**src/rtl/clksel_ctrl_if.sv**
```systemverilog
// CPU bus and clock-controller handshake bundle for clksel_ctrl.
// The controller uses the slave view; the CPU/clock-controller side uses the master view.
interface clksel_ctrl_if;
  logic        vda;
  logic        vpa;
  logic [23:0] addr;
  logic        fast_en;
  logic        clr_timeout;
  logic        hsclk_selected;
  logic        lsclk_selected;
  logic        hsclk_sel;
  logic        rdy;
  logic        sw_busy;
  logic        sw_timeout;

  modport master (
    output vda, vpa, addr, fast_en, clr_timeout, hsclk_selected, lsclk_selected,
    input  hsclk_sel, rdy, sw_busy, sw_timeout
  );

  modport slave (
    input  vda, vpa, addr, fast_en, clr_timeout, hsclk_selected, lsclk_selected,
    output hsclk_sel, rdy, sw_busy, sw_timeout
  );
endinterface

```
**src/rtl/clksel_ctrl.sv**
```systemverilog
// CPU clock-speed selector: requests LS/HS clock per access region, stalls the CPU
// via rdy until the clock controller confirms the switch, and flags acknowledge timeouts.
module clksel_ctrl #(
  parameter int SYNC_STAGES    = 2,
  parameter int DWELL_CYCLES   = 4,
  parameter int TIMEOUT_CYCLES = 15
) (
  input  logic          lsclk_in,
  input  logic          rst_b,
  clksel_ctrl_if.slave  bus
);

  typedef enum logic [1:0] {LS, TO_HS, HS, TO_LS} state_t;

  localparam logic [3:0] DWELL_MIN = 4'(DWELL_CYCLES);
  localparam logic [3:0] TO_LIMIT  = 4'(TIMEOUT_CYCLES);

  state_t                 state;
  logic [3:0]             dwell_cnt;
  logic [3:0]             to_cnt;
  logic [SYNC_STAGES-1:0] hs_sync;
  logic [SYNC_STAGES-1:0] ls_sync;
  logic                   hsclk_sel_q;
  logic                   rdy_q;
  logic                   sw_busy_q;
  logic                   sw_timeout_q;

  logic access;
  logic io_region;
  logic want_hs;
  logic force_ls;
  logic hs_ack;
  logic ls_ack;
  logic hs_ok;
  logic ls_ok;
  logic timeout_hit;

  // NOTE: ls chain resets to all-1 so an idle controller already reads as "LS confirmed".
  always_ff @(posedge lsclk_in or negedge rst_b) begin
    if (!rst_b) begin
      hs_sync <= '0;
      ls_sync <= '1;
    end else begin
      hs_sync <= {hs_sync[SYNC_STAGES-2:0], bus.hsclk_selected};
      ls_sync <= {ls_sync[SYNC_STAGES-2:0], bus.lsclk_selected};
    end
  end

  assign hs_ack = hs_sync[SYNC_STAGES-1];
  assign ls_ack = ls_sync[SYNC_STAGES-1];
  assign hs_ok  = hs_ack & ~ls_ack;
  assign ls_ok  = ls_ack & ~hs_ack;

  // Bank 0 pages 0xFC..0xFE hold slow I/O; bank 0 upper half is also kept at low speed.
  assign access    = bus.vda | bus.vpa;
  assign io_region = (bus.addr[23:16] == 8'h00) &&
                     (bus.addr[15:8] >= 8'hFC) && (bus.addr[15:8] <= 8'hFE);
  assign want_hs   = bus.fast_en & access & ~io_region &
                     ((bus.addr[23:16] != 8'h00) | ~bus.addr[15]);
  assign force_ls  = ~bus.fast_en | (access & io_region);

  // An abort or a valid acknowledge in the same cycle pre-empts the timeout.
  assign timeout_hit = (to_cnt == TO_LIMIT) &&
                       (((state == TO_HS) && !force_ls && !hs_ok) ||
                        ((state == TO_LS) && !ls_ok));

  // NOTE: all state and registered outputs use non-blocking assignments so every
  // branch below sees the pre-edge values regardless of statement order.
  always_ff @(posedge lsclk_in or negedge rst_b) begin
    if (!rst_b) begin
      state        <= LS;
      hsclk_sel_q  <= 1'b0;
      rdy_q        <= 1'b1;
      sw_busy_q    <= 1'b0;
      sw_timeout_q <= 1'b0;
      dwell_cnt    <= '0;
      to_cnt       <= '0;
    end else begin
      case (state)
        LS: begin
          if (dwell_cnt != 4'hF) dwell_cnt <= dwell_cnt + 4'd1;
          if (want_hs && !force_ls && (dwell_cnt >= DWELL_MIN)) begin
            state       <= TO_HS;
            hsclk_sel_q <= 1'b1;
            rdy_q       <= 1'b0;
            sw_busy_q   <= 1'b1;
            to_cnt      <= '0;
          end
        end
        TO_HS: begin
          if (force_ls || timeout_hit) begin
            state       <= TO_LS;
            hsclk_sel_q <= 1'b0;
            rdy_q       <= 1'b0;
            sw_busy_q   <= 1'b1;
            to_cnt      <= '0;
          end else if (hs_ok) begin
            state       <= HS;
            hsclk_sel_q <= 1'b1;
            rdy_q       <= 1'b1;
            sw_busy_q   <= 1'b0;
          end else if (to_cnt != 4'hF) begin
            to_cnt <= to_cnt + 4'd1;
          end
        end
        HS: begin
          if (force_ls || (access && !want_hs)) begin
            state       <= TO_LS;
            hsclk_sel_q <= 1'b0;
            rdy_q       <= 1'b0;
            sw_busy_q   <= 1'b1;
            to_cnt      <= '0;
          end
        end
        TO_LS: begin
          // rdy stays low past a timeout: the CPU never runs on an unconfirmed clock.
          if (ls_ok) begin
            state       <= LS;
            hsclk_sel_q <= 1'b0;
            rdy_q       <= 1'b1;
            sw_busy_q   <= 1'b0;
            dwell_cnt   <= '0;
          end else if (to_cnt != 4'hF) begin
            to_cnt <= to_cnt + 4'd1;
          end
        end
        default: begin
          state       <= LS;
          hsclk_sel_q <= 1'b0;
          rdy_q       <= 1'b1;
          sw_busy_q   <= 1'b0;
          dwell_cnt   <= '0;
        end
      endcase

      if (timeout_hit)          sw_timeout_q <= 1'b1;
      else if (bus.clr_timeout) sw_timeout_q <= 1'b0;
    end
  end

  assign bus.hsclk_sel  = hsclk_sel_q;
  assign bus.rdy        = rdy_q;
  assign bus.sw_busy    = sw_busy_q;
  assign bus.sw_timeout = sw_timeout_q;

endmodule

```
**src/flat_wrapper.sv**
```systemverilog
// flat-port wrapper written by rule: the top's interface ports become plain ports
module clksel_ctrl_flat 
#(
  parameter int SYNC_STAGES    = 2,
  parameter int DWELL_CYCLES   = 4,
  parameter int TIMEOUT_CYCLES = 15
)
  (lsclk_in, rst_b, bus_vda, bus_vpa, bus_addr, bus_fast_en, bus_clr_timeout, bus_hsclk_selected, bus_lsclk_selected, bus_hsclk_sel, bus_rdy, bus_sw_busy, bus_sw_timeout);
  clksel_ctrl_if bus_i ();
  input  logic lsclk_in;
  input  logic rst_b;
  input wire logic [$bits(bus_i.vda)-1:0] bus_vda;
  input wire logic [$bits(bus_i.vpa)-1:0] bus_vpa;
  input wire logic [$bits(bus_i.addr)-1:0] bus_addr;
  input wire logic [$bits(bus_i.fast_en)-1:0] bus_fast_en;
  input wire logic [$bits(bus_i.clr_timeout)-1:0] bus_clr_timeout;
  input wire logic [$bits(bus_i.hsclk_selected)-1:0] bus_hsclk_selected;
  input wire logic [$bits(bus_i.lsclk_selected)-1:0] bus_lsclk_selected;
  output wire logic [$bits(bus_i.hsclk_sel)-1:0] bus_hsclk_sel;
  output wire logic [$bits(bus_i.rdy)-1:0] bus_rdy;
  output wire logic [$bits(bus_i.sw_busy)-1:0] bus_sw_busy;
  output wire logic [$bits(bus_i.sw_timeout)-1:0] bus_sw_timeout;
  assign bus_i.vda = bus_vda;
  assign bus_i.vpa = bus_vpa;
  assign bus_i.addr = bus_addr;
  assign bus_i.fast_en = bus_fast_en;
  assign bus_i.clr_timeout = bus_clr_timeout;
  assign bus_i.hsclk_selected = bus_hsclk_selected;
  assign bus_i.lsclk_selected = bus_lsclk_selected;
  assign bus_hsclk_sel = bus_i.hsclk_sel;
  assign bus_rdy = bus_i.rdy;
  assign bus_sw_busy = bus_i.sw_busy;
  assign bus_sw_timeout = bus_i.sw_timeout;
  clksel_ctrl #(.SYNC_STAGES(SYNC_STAGES), .DWELL_CYCLES(DWELL_CYCLES), .TIMEOUT_CYCLES(TIMEOUT_CYCLES)) u_core (.lsclk_in(lsclk_in), .rst_b(rst_b), .bus(bus_i));
endmodule
```
**config.mk**
```make
export PLATFORM = sky130hd
export DESIGN_NAME = clksel_ctrl_flat
export DESIGN_NICKNAME = d
export VERILOG_FILES = /design/src/rtl/clksel_ctrl_if.sv /design/src/rtl/clksel_ctrl.sv /design/src/flat_wrapper.sv
export SDC_FILE = /design/constraint.sdc
export NUM_CORES = 1
export LEC_CHECK = 0
export BUFFER_PORTS_ARGS = -buffer_cell sky130_fd_sc_hd__buf_2
export CAP_MARGIN = 20
export CORE_MARGIN = 2
export CORE_UTILIZATION = 49
export DETAILED_ROUTE_END_ITERATION = 8
export GPL_ROUTABILITY_DRIVEN = 0
export PLACE_DENSITY = 0.78
export SLEW_MARGIN = 0
export SYNTH_ARGS = -nofsm -noshare
export SYNTH_HDL_FRONTEND = slang
export SYNTH_SLANG_ARGS = --single-unit
```
**constraint.sdc**
```tcl
create_clock -name lsclk_in -period 2 [get_ports lsclk_in]
set_input_delay 0.1 -clock lsclk_in [delete_from_list [all_inputs] [get_ports lsclk_in]]
set_output_delay 0.1 -clock lsclk_in [all_outputs]
set_load 0.005 [all_outputs]
```
* Yosys cells after proc, flatten, opt, wreduce, memory -nomap -nowiden
Cells that the tools add are included.
** Cells by class
- $add $sub $neg :: 2
- $lt $le $gt $ge :: 3
- Equality and inequality tests :: 13
- Mux-type cells :: 31
- Bitwise operators :: 14
- Reduce and logical (&&, ||, !) cells :: 24
** Operator list (number)
- $mux W4 :: 8
- $pmux W4 S4 :: 1
- $mux W1 :: 12
- $pmux W1 S4 :: 3
- $mux W2 :: 5
- $logic_and A1 B1 Y1 :: 9
- $add A4 B1 Y4 const B :: 2
- $ge A8 B8 Y1 const B :: 1
- $le A8 B8 Y1 const B :: 1
- $logic_not A8 Y1 :: 1
- $ne A2 B1 Y1 const B :: 4
- $ne A4 B4 Y1 const B :: 2
- $pmux W2 S4 :: 1
- $pmux W4 S2 :: 1
- $reduce_and A4 Y1 :: 2
- $reduce_bool A8 Y1 :: 1
- $and A1 B1 Y1 :: 6
- $not A1 Y1 :: 5
- $eq A2 B2 Y1 const B :: 2
- $eq A4 B4 Y1 const B :: 1
- $ge A4 B3 Y1 const B :: 1
- $logic_not A1 Y1 :: 4
- $reduce_bool A2 Y1 :: 2
- $logic_or A1 B1 Y1 :: 3
- 7 further kinds :: 9
** Word-level totals
- Register bits after elaboration :: 18
- Output and inout port bits :: 4
- Word-level logic and storage cells :: 96

* Logic depth before layout (Yosys ltp)
Gate-level depths: netlist (run 1).
- Depth in word-level cells :: 13
- Depth in mapped cells :: 8

* Worst setup path after synthesis (run 1)
No wires, ideal clock.
- Path kind :: register -> register
- From :: register u_core.state[0]
- To :: register u_core.state[0]
- Setup time :: 121 ps
- Arrival :: 1751 ps
- Data required time :: 1879 ps
- Setup slack :: 128 ps
- Cell stages (with the launch flop) :: 8
- Path buffers :: 0
- Path through :: dfrtp_1 -> inv_1 -> ha_1 -> o41ai_1 -> mux2i_1 -> o21ai_4 -> a41oi_1 -> o22a_1
** On the way
- Longest elaborated chain between the ends :: 8
- Elaborated cells between the ends (all ways) :: 17
- Those cells by class :: eq/ne: 7; mux: 2; reduce/logical: 8
** RTL lines
- from (decl) :: RTL line clksel_ctrl.sv:18 : state_t state;
- from (signal assigned) :: RTL line clksel_ctrl.sv:71 : state <= LS;
- from (signal assigned) :: RTL line clksel_ctrl.sv:83 : state <= TO_HS;
- from (signal assigned) :: RTL line clksel_ctrl.sv:92 : state <= TO_LS;
- $eq A2 B1 Y1 :: RTL line clksel_ctrl.sv:64, clksel_ctrl.sv:79
- $logic_and A1 B1 Y1 (2 in series) :: RTL line clksel_ctrl.sv:64 : (((state == TO_HS) && !force_ls && !hs_ok) ||
- $logic_or A1 B1 Y1 :: RTL line clksel_ctrl.sv:64
- $logic_and A1 B1 Y1 :: RTL line clksel_ctrl.sv:63 : assign timeout_hit = (to_cnt == TO_LIMIT) &&
- $logic_or A1 B1 Y1 :: RTL line clksel_ctrl.sv:91 : if (force_ls || timeout_hit) begin
- $ne A3 B2 Y1 (no line) or $mux W2 (tied branches)
- $reduce_and A4 Y1 (no line) or $pmux W2 S4 (tied branches)
Several ways; a longest one is shown, not always the timed one.
A chain may end at the register's enable or synchronous reset.

* Final worst setup path (run 1)
- From :: register u_core.state[1]
- To :: register u_core.to_cnt[1]
** On the way
- Longest elaborated chain between the ends :: 8
- Elaborated cells between the ends (all ways) :: 17
- Those cells by class :: eq/ne: 7; mux: 2; reduce/logical: 8
** RTL lines
- $eq A2 B1 Y1 :: RTL line clksel_ctrl.sv:64, clksel_ctrl.sv:79
- $logic_and A1 B1 Y1 (2 in series) :: RTL line clksel_ctrl.sv:64
- $logic_or A1 B1 Y1 :: RTL line clksel_ctrl.sv:64
- $logic_and A1 B1 Y1 :: RTL line clksel_ctrl.sv:63
- $logic_or A1 B1 Y1 :: RTL line clksel_ctrl.sv:91
- $ne A3 B3 Y1 (no line) or $mux W4 (tied branches)
- $reduce_and A4 Y1 (no line) or $pmux W4 S4 (tied branches)
- to (signal assigned) :: RTL line clksel_ctrl.sv:103 : to_cnt <= to_cnt + 4'd1;
- to (signal assigned) :: RTL line clksel_ctrl.sv:124 : to_cnt <= to_cnt + 4'd1;
- to (decl) :: RTL line clksel_ctrl.sv:20 : logic [3:0] to_cnt;
Several ways; a longest one is shown, not always the timed one.

==> results.ini, run 1 <==
[clocking]
cts_buffers = 3
cts_root_buf = clkbuf_4
clkSlewWorstSetupHoldPaths_ns = 0.10
htreeDepth = 1
cts_sinks = 18
insertion_delay_ns = 0.29
cts_tree = done
cts_buffer_depth = 2

[sta]
setup_slack_ns = 0.132
hold_viol = 0
fin_crit_ns = 1.87
max_slew_margin_pct = 72.0
tns_ns = 0
skew_ns = 0.00627
setup_viol = 0
fmax_ghz = 0.535
finalCritPeriodShare_pct = 93.4
slew_viol_final = 0
rsz0062_at_grt = no
worstMarginPinSlew_ns = 0.420

[cells_and_area]
drive_gt1_share_pct = 34.2
nets = 201
multi_input_area_sq_um = 657
diodes = 0
syn_to_final_growth_pct = 29.4
fillers = 193
seqCellArea_sq_um = 454

[power_and_ir_drop]
p_total_mw = 1.81
power_density_mw_per_mm2 = 1260
vdd_drop_max_mv = 0.771
p_leak_nw = 0.660

[floorplanning]
die_h_microns = 51.6
num_rows = 17
initial_utilization_pct = 51.2
dieArea_sq_mm = 0.00266
ioPinCount = 36
core-area_sq_mm = 0.00217
die_w_microns = 51.6

[critical_path]
crit_required_ns = 2.20
worstPathMaxFanout = 4
end_kind = flip-flop
rrSetupSlack_ns = 0.13
setup.worst_path.start = u_core.state[1]$_DFFE_PN0P_
cp_cell_sequence = inv_2, ha_2, a21o_2, o21ai_0, mux2i_2, a21oi_2, nand2_1, o32ai_2
rr_worst_depth = 8
start_kind = flip-flop
cp-endpoint = u_core.to_cnt[1]$_DFFE_PN0P_
critPathArrivalTime_ns = 2.07
crit_type = flip-flop to flip-flop
r2r-end = u_core.to_cnt[1]$_DFFE_PN0P_
regToRegStartpoint = u_core.state[1]$_DFFE_PN0P_
crit_slowest_cell = dfrtp_1
slowest_delay_ns = 0.43

[run]
maxCapViolations = 0

[grt]
gr-total-overflow = 0
grt_pass1_wl_mm = 4.27
first_global_vias = 1094
antenna_found_initial = 0
grt_max_degree = 19
track_usage_pct = 21.0

[synthesis]
synth-xor-area-share_pct = 0.789
synthCells = 121
synth_cell_types = 39
synthAdderAreaFrac_pct = 7.89
async_reset_ff_share_pct = 100
synth_top_area_share_pct = 33.8
synth_area_sq_mm = 0.00111
synth_seq_cells = 18
synth_nets = 160
yosysWarnings = 0
syn_avg_cell_area_sq_um = 9.17
synth_compound_area_share_pct = 22.3
synth.area.top_cells = dfrtp_1, ha_1, dfstp_2
synthSimpleGateAreaFrac_pct = 23.2
synth_top_family_by_area = simple AND/OR/NAND/NOR gates
yosysSeqAreaShare_pct = 40.9
synth_ff_type = dfrtp_1
yosysMostFrequentCell = dfrtp_1
synth_top_cells_by_count = dfrtp_1, nor2_1, o21ai_0
yosys.area.top_type = dfrtp_1
synth_mux_area_share_pct = 1.80
synth-edff-count = 0

[detailed_routing]
vias_per_cell = 5.59
drt-wirelength-per-cell_microns = 13.3
via_count = 1056
routed-wl-met2_mm = 1.33
drc = 0
dr.pass1.iters = 4
met3WireLength_microns = 140
wirelength_mm = 2.51
wl_met1_mm = 1.02
ant_nets = 0
drtIter0Drc = 12
top_layer = met4

[placement]
io_buffers = 27
hpwl_mm = 1.86
place_ws_ns = 0.0396

[min_path]
hold_class = input port to asynchronous set/reset pin

[outcome]
outcome = completed

## flip-flops by register name (all words and copies together), names as in the netlist
register,flops
u_core.bus.sw_timeout,1
u_core.hs_sync,2
u_core.bus.rdy,1
u_core.to_cnt,4
u_core.dwell_cnt,4
u_core.bus.sw_busy,1
u_core.state,2
u_core.ls_sync,2
u_core.bus.hsclk_sel,1
## cell usage in the layout (no fill, tap or decap), types with 5 or more instances in the layout
master   netlist  routed
o21ai_0       11      11
inv_1          7       6
buf_4          0       7
a21oi_1        6       6
buf_2          0      27
ha_1           7       5
dfrtp_1       15      15
nor2_1        14      14
nand2_1        7       7
## report_power, final
part / leakage, nW / switching, mW / total [mW] / internal (mW)
Combinational: 0.418 / 0.534 / 1.02 / 0.489
Clock: 0.0210 / 0.106 / 0.217 / 0.111
Sequential: 0.221 / 0.0842 / 0.572 / 0.487
Total: 0.660 / 0.724 / 1.81 / 1.09
## layout make-up
class                      instances  share of cell area, %
timing repair buffer              38                   15.9
multi-input combinational         94                   45.7
clock buffer                       4                   2.53
sequential                        18                   31.6
tap                               28                   2.44
inverter                           7                   1.83
## per-stage QoR
step                      hold WS (ns)  cells  area [sq um]  utilization [%]
after floorplan                 -0.196    121          1110                -
final                            0.292    189          1440             66.2
after CTS                        0.285    188          1390             64.2
after global routing             0.313    189          1440             66.2
after detailed placement        0.0584    180          1320             60.7
after global placement          0.0445    180          1320             60.7
## metal layers
| metal | vias to the layer above | global-route usage (%) |
|---|---|---|
| met2 | 30 | 40.8 |
| met4 | 0 | 7.02 |
| met5 | - | 0 |
| met3 | 2 | 2.01 |
| met1 | 502 | 23.6 |
| li1 | 522 | - |
## what timing repair did
action	CTS	global route
endpoints found under the setup margin	0	7
resized for setup	0	8
hold buffers	4	0
hold endpoints to repair	18	0
buffers inserted	0	1
## critical path, delay by kind of cell, from the launching register on
kind	cells	cell delay (ns)
and+or+nand+nor	1	0.12
adders and majority gates	1	0.20
AOI/OAI and AO/OA	4	0.78
DFF	1	0.43
buffers and inverters	1	0.09
muxes	1	0.15
## cell families (layout without fill, tap and decap cells)
family	after synthesis	count (layout)
DFF	18	18
muxes	2	2
buffers and inverters	9	49
and+or+nand+nor	48	48
AOI/OAI and AO/OA	36	36
adders and majority gates	7	7
xor gates and xnor gates	1	1
## worst min-delay path by stage
| stage | startpoint | end | slack (ns) | cells after the start |
|---|---|---|---|---|
| after floorplan | rst_b | u_core.bus.hsclk_sel$_DFFE_PN0P_ | -0.20 | 0 |
| after global placement | rst_b | u_core.state[1]$_DFFE_PN0P_ | 0.04 | 1 |
| after detailed placement | rst_b | u_core.state[0]$_DFFE_PN0P_ | 0.06 | 1 |
| after CTS | rst_b | u_core.state[0]$_DFFE_PN0P_ | 0.29 | 2 |
| after global routing | rst_b | u_core.state[0]$_DFFE_PN0P_ | 0.31 | 2 |
| final | rst_b | u_core.state[0]$_DFFE_PN0P_ | 0.29 | 2 |
Power figures use the tool's default switching activity.
==> run 2, diff against run 1 <==
- MAX_ROUTING_LAYER: unset -> met4
==> results.ini, run 2 (synthesized netlist as in run 1, its figures left out) <==
[min_path]
hold_class = input port to asynchronous set/reset pin

[sta]
fmax_ghz = 0.533  ; -0.42%
worstMarginPinSlew_ns = 0.422  ; +0.00151 ns
hold_viol = 0  ; unchanged
skew_ns = 0.00670  ; +0.000432 ns
tns_ns = 0  ; unchanged
setup_viol = 0  ; unchanged
setup_slack_ns = 0.124  ; -0.00783 ns
rsz0062_at_grt = no
finalCritPeriodShare_pct = 93.8  ; +0.39 points
worst_hold_slack_ns = 0.297  ; +0.00434 ns
slew_viol_final = 0  ; unchanged
max_slew_margin_pct = 71.9  ; -0.10 points
fin_crit_ns = 1.88  ; +0.00783 ns

[cells_and_area]
multi_input_area_sq_um = 657  ; unchanged
layout_common_cells = buf_2, dfrtp_1, nor2_1, o21ai_0
diodes = 0  ; unchanged
fillers = 193  ; unchanged
final_cells = 189  ; unchanged
nets = 201  ; unchanged
postLayoutCoreUtil_pct = 66.2  ; unchanged
top_regs = u_core.dwell_cnt: 4 flops, u_core.to_cnt: 4 flops
final_common_cell = buf_2
drive_gt1_share_pct = 34.2  ; unchanged
syn_to_final_growth_pct = 29.4  ; unchanged
final_area_sq_mm = 0.00144  ; unchanged
seqCellArea_sq_um = 454  ; unchanged

[power_and_ir_drop]
p_sw_share_pct = 40.0  ; about the same
vdd_drop_max_mv = 0.772  ; +0.18%
net-switching-power_mw = 0.725  ; +0.12%
p_comb_share_pct = 56.4  ; about the same
clkPwrFrac_pct = 12.0  ; about the same
p_leak_nw = 0.660  ; unchanged
p_total_mw = 1.81  ; about the same
seq_power_share_pct = 31.6  ; about the same
power_density_mw_per_mm2 = 1260  ; about the same
cellInternalPower_mw = 1.09  ; about the same

[clocking]
insertion_delay_ns = 0.29  ; about the same
cts_buffers = 3  ; unchanged
clkSlewWorstSetupHoldPaths_ns = 0.10  ; about the same
cts_buffer_depth = 2  ; unchanged
htreeDepth = 1  ; unchanged
cts_sinks = 18  ; unchanged
cts_root_buf = clkbuf_4
cts_tree = done

[floorplanning]
die_w_microns = 51.6  ; unchanged
initial_utilization_pct = 51.2  ; unchanged
core-area_sq_mm = 0.00217  ; unchanged
die_h_microns = 51.6  ; unchanged
ioPinCount = 36  ; unchanged
dieArea_sq_mm = 0.00266  ; unchanged
num_rows = 17  ; unchanged

[detailed_routing]
vias_per_cell = 5.58  ; -0.19%
ant_nets = 0  ; unchanged
drt-wirelength-per-cell_microns = 13.3  ; +0.24%
drc = 0  ; unchanged
drtIter0Drc = 12  ; unchanged
dr.pass1.iters = 4  ; unchanged
via_count = 1054  ; -0.19%
wirelength_mm = 2.52  ; +0.24%

[critical_path]
end_kind = flip-flop
crit_required_ns = 2.20  ; about the same
rrSetupSlack_ns = 0.12  ; about the same
crit_type = flip-flop to flip-flop
start_kind = flip-flop
worstPathMaxFanout = 4  ; unchanged
slowest_delay_ns = 0.44  ; about the same
critPathArrivalTime_ns = 2.08  ; about the same
cp_num_buf_inv = 1  ; unchanged
cp_cell_sequence = inv_2, ha_2, a21o_2, o21ai_0, mux2i_2, a21oi_2, nand2_1, o32ai_2
cp_top_family = compound AO/OA/AOI/OAI gates
crit_slowest_cell = dfrtp_1

[grt]
first_global_vias = 1094  ; unchanged
track_usage_pct = 21.6  ; +0.56 points
grt_pass1_wl_mm = 4.27  ; unchanged
grt_max_degree = 19  ; unchanged
gr-total-overflow = 0  ; unchanged
antenna_found_initial = 0  ; unchanged

[placement]
placedCellCount = 180  ; unchanged
place_ws_ns = 0.0396  ; unchanged
dpl_cell_area_sq_mm = 0.00132  ; unchanged
hpwl_mm = 1.86  ; unchanged
io_buffers = 27  ; unchanged

[run]
maxCapViolations = 0  ; unchanged

[outcome]
outcome = completed

-- run 2: cell counts in the layout (fill, tap and decap cells not counted) --
No cell type changed its count.
-- run 2: repair_timing --
action,CTS,global route
hold endpoints to repair,18,0
resized for setup,0,8
buffers inserted,0,1
hold buffers,4,0
endpoints found under the setup margin,0,7
-- run 2: area by class of cell --
cell class / instances / share of cell area (%)
Multi-Input combinational cell: 94 / 45.7
Clock buffer: 4 / 2.53
Tap cell: 28 / 2.44
Sequential cell: 18 / 31.6
Timing Repair Buffer: 38 / 15.9
Inverter: 7 / 1.83
-- run 2: worst paths after layout --
kind | endpoint | cells past startpoint | startpoint
min in group lsclk_in | u_core.hs_sync[1]$_DFF_PN0_ | 0 | u_core.hs_sync[0]$_DFF_PN0_
min reg2reg | u_core.hs_sync[1]$_DFF_PN0_ | 0 | u_core.hs_sync[0]$_DFF_PN0_
max | u_core.to_cnt[1]$_DFFE_PN0P_ | 8 | u_core.state[1]$_DFFE_PN0P_
max in group asynchronous | u_core.ls_sync[1]$_DFF_PN1_ | 2 | rst_b
max reg2reg | u_core.to_cnt[1]$_DFFE_PN0P_ | 8 | u_core.state[1]$_DFFE_PN0P_
min | u_core.to_cnt[2]$_DFFE_PN0P_ | 2 | rst_b
-- run 2: worst register-to-register path, cell delays in order (launching register included) --
cell,delay [ns]
dfrtp_1,0.44
inv_2,0.09
ha_2,0.20
a21o_2,0.20
o21ai_0,0.10
mux2i_2,0.15
a21oi_2,0.21
nand2_1,0.12
o32ai_2,0.27
-- run 2: power by group through the flow --
stage                     clock [mW]  sequential (mW)  combinational, mW
final                          0.218            0.572               1.02
after global routing           0.246            0.589               1.16
after CTS                      0.229            0.568              0.944
after detailed placement           0            0.577              0.930
after global placement             0            0.568              0.899
after floorplan                    0            0.572              0.651
-- run 2: layer usage --
metal	part of all wire, %	track usage (%)
met1	41	23.6
met2	53	40.8
met3	5.3	2.01
met4	0.67	7.02
met5	0	-
==> run 3, diff against run 2 <==
- CORE_UTILIZATION: 49 -> 45
- PLACE_DENSITY: 0.78 -> 0.75
- clock period: 2 -> 1.6 ns (I/O delays scaled with it)
==> results.ini, run 3 (synthesized netlist as in run 1, its figures left out) <==
[outcome]
outcome = complete, but fails checks
violations = negative setup slack

[sta]
worst_hold_slack_ns = 0.220  ; -0.0764 ns
setup_slack_ns = -0.234  ; -0.358 ns
fmax_ghz = 0.545  ; +2.3%
tns_ns = -1.63  ; -1.63 ns
slew_viol_final = 0  ; unchanged
hold_viol = 0  ; unchanged
worstMarginPinSlew_ns = 0.392  ; -0.0296 ns
fin_crit_ns = 1.83  ; -0.0418 ns
skew_ns = 0.00186  ; -0.00484 ns
finalCritPeriodShare_pct = 115  ; +21 points
max_slew_margin_pct = 73.8  ; +2.0 points
setup_viol = 9  ; +9
rsz0062_at_grt = yes

[cells_and_area]
top_regs = u_core.dwell_cnt: 4 flops, u_core.to_cnt: 4 flops
drive_gt1_share_pct = 52.2  ; +18 points
final_area_sq_mm = 0.00174  ; +21%
diodes = 0  ; unchanged
layout_common_cells = buf_4, buf_2, dfrtp_1, nor2_1, o21ai_0
nets = 224  ; +11%
postLayoutCoreUtil_pct = 76.5  ; +10 points
syn_to_final_growth_pct = 56.8
final_common_cell = buf_4

[critical_path]
end_kind = flip-flop
cp_cell_sequence = inv_4, ha_4, a21o_4, o41ai_4, mux2i_4, a21oi_2, o211a_1, o22ai_1
crit_required_ns = 1.79  ; -0.41 ns
critPathArrivalTime_ns = 2.03  ; -0.05 ns
worstPathMaxFanout = 5  ; +1
crit_type = flip-flop to flip-flop
rr_worst_depth = 8  ; unchanged
cp_num_buf_inv = 1  ; unchanged
crit_slowest_cell = dfrtp_2
rrSetupSlack_ns = -0.23  ; -0.36 ns
slowest_delay_ns = 0.45  ; about the same
regToRegStartpoint = u_core.state[0]$_DFFE_PN0P_
r2r-end = u_core.to_cnt[0]$_DFFE_PN0P_
cp_top_family = compound AO/OA/AOI/OAI gates
start_kind = flip-flop

[detailed_routing]
drc = 0  ; unchanged
dr.pass1.iters = 4  ; unchanged
ant_nets = 0  ; unchanged
vias_per_cell = 5.50  ; -1.5%
wirelength_mm = 3.01  ; +19%
drtIter0Drc = 30  ; +18
via_count = 1165  ; +11%
drt-wirelength-per-cell_microns = 14.2  ; +6.5%

[floorplanning]
initial_utilization_pct = 48.8  ; -2.4 points
die_w_microns = 53.7  ; +4.0%
num_rows = 17  ; unchanged
ioPinCount = 36  ; unchanged
dieArea_sq_mm = 0.00288  ; +8.2%
die_h_microns = 53.7  ; +4.0%
core-area_sq_mm = 0.00228  ; +4.9%

[grt]
grt_pass1_wl_mm = 4.89  ; +14%
antenna_found_initial = 0  ; unchanged
grt_max_degree = 19  ; unchanged
track_usage_pct = 24.9  ; +3.3 points
first_global_vias = 1142  ; +4.4%
gr-total-overflow = 0  ; unchanged

[clocking]
cts_tree = done
insertion_delay_ns = 0.30  ; about the same
cts_buffer_depth = 2  ; unchanged
cts_buffers = 3  ; unchanged
cts_root_buf = clkbuf_4
cts_sinks = 18  ; unchanged
clkSlewWorstSetupHoldPaths_ns = 0.11  ; about the same
htreeDepth = 1  ; unchanged

[power_and_ir_drop]
p_leak_nw = 0.789  ; +20%
power_density_mw_per_mm2 = 1700  ; +35%
vdd_drop_max_mv = 1.39  ; +80%

[placement]
hpwl_mm = 2.17  ; +17%
dpl_cell_area_sq_mm = 0.00151  ; +15%
io_buffers = 27  ; unchanged

[min_path]
hold_class = input port to asynchronous set/reset pin

[run]
maxCapViolations = 0  ; unchanged

## run 3: changes by cell type in the layout (fill, tap and decap cells not counted), sizes merged
| cell | previous run | this run |
|---|---|---|
| buf | 34 | 57 |
## run 3: through the flow
stage / cells / power, mW / setup WS [ns]
after global placement: 199 / 2.10 / -0.183
after floorplan: 121 / 1.65 / -0.136
final: 212 / 2.97 / -0.234
after global routing: 212 / 3.19 / -0.287
after detailed placement: 199 / 2.18 / -0.266
after CTS: 211 / 2.73 / -0.173
## run 3: repair_timing
action                                  CTS  global route
pin swaps                                 7             5
setup buffers                             4             1
hold buffers                              4             0
resized for setup                        15            12
endpoints found under the setup margin    9            10
endpoints found under the hold margin    18             0
## run 3: how the worst max path moves through the flow
stage / start / cells after the start / endpoint
global placement: u_core.state[1]$_DFFE_PN0P_ / 6 / u_core.to_cnt[2]$_DFFE_PN0P_
finish: u_core.state[0]$_DFFE_PN0P_ / 8 / u_core.to_cnt[0]$_DFFE_PN0P_
floorplan: u_core.state[0]$_DFFE_PN0P_ / 8 / u_core.state[0]$_DFFE_PN0P_
detailed placement: u_core.state[1]$_DFFE_PN0P_ / 8 / u_core.to_cnt[1]$_DFFE_PN0P_
global route: u_core.state[0]$_DFFE_PN0P_ / 8 / u_core.to_cnt[0]$_DFFE_PN0P_
CTS: u_core.state[0]$_DFFE_PN0P_ / 9 / u_core.to_cnt[3]$_DFFE_PN0P_
## run 3: layout make-up
| type | instances | area (sq um) |
|---|---|---|
| Sequential cell | 18 | 457 |
| Inverter | 7 | 31.3 |
| Clock buffer | 4 | 36.3 |
| Fill cell | 147 | 536 |
| Multi-Input combinational cell | 94 | 777 |
| Timing Repair Buffer | 61 | 404 |
| Tap cell | 28 | 35.0 |
## run 3: routing by layer
metal	track usage [%]	share of wire (%)	vias to the layer above
li1	-	-	561
met1	29.3	44	546
met2	42.1	49	50
met3	1.94	5.4	8
met4	13.7	2.5	0
met5	-	0	-
## run 3: where the power goes
part	internal, mW	switching (mW)
combinational	0.986	0.929
sequential	0.615	0.143
clock	0.139	0.153
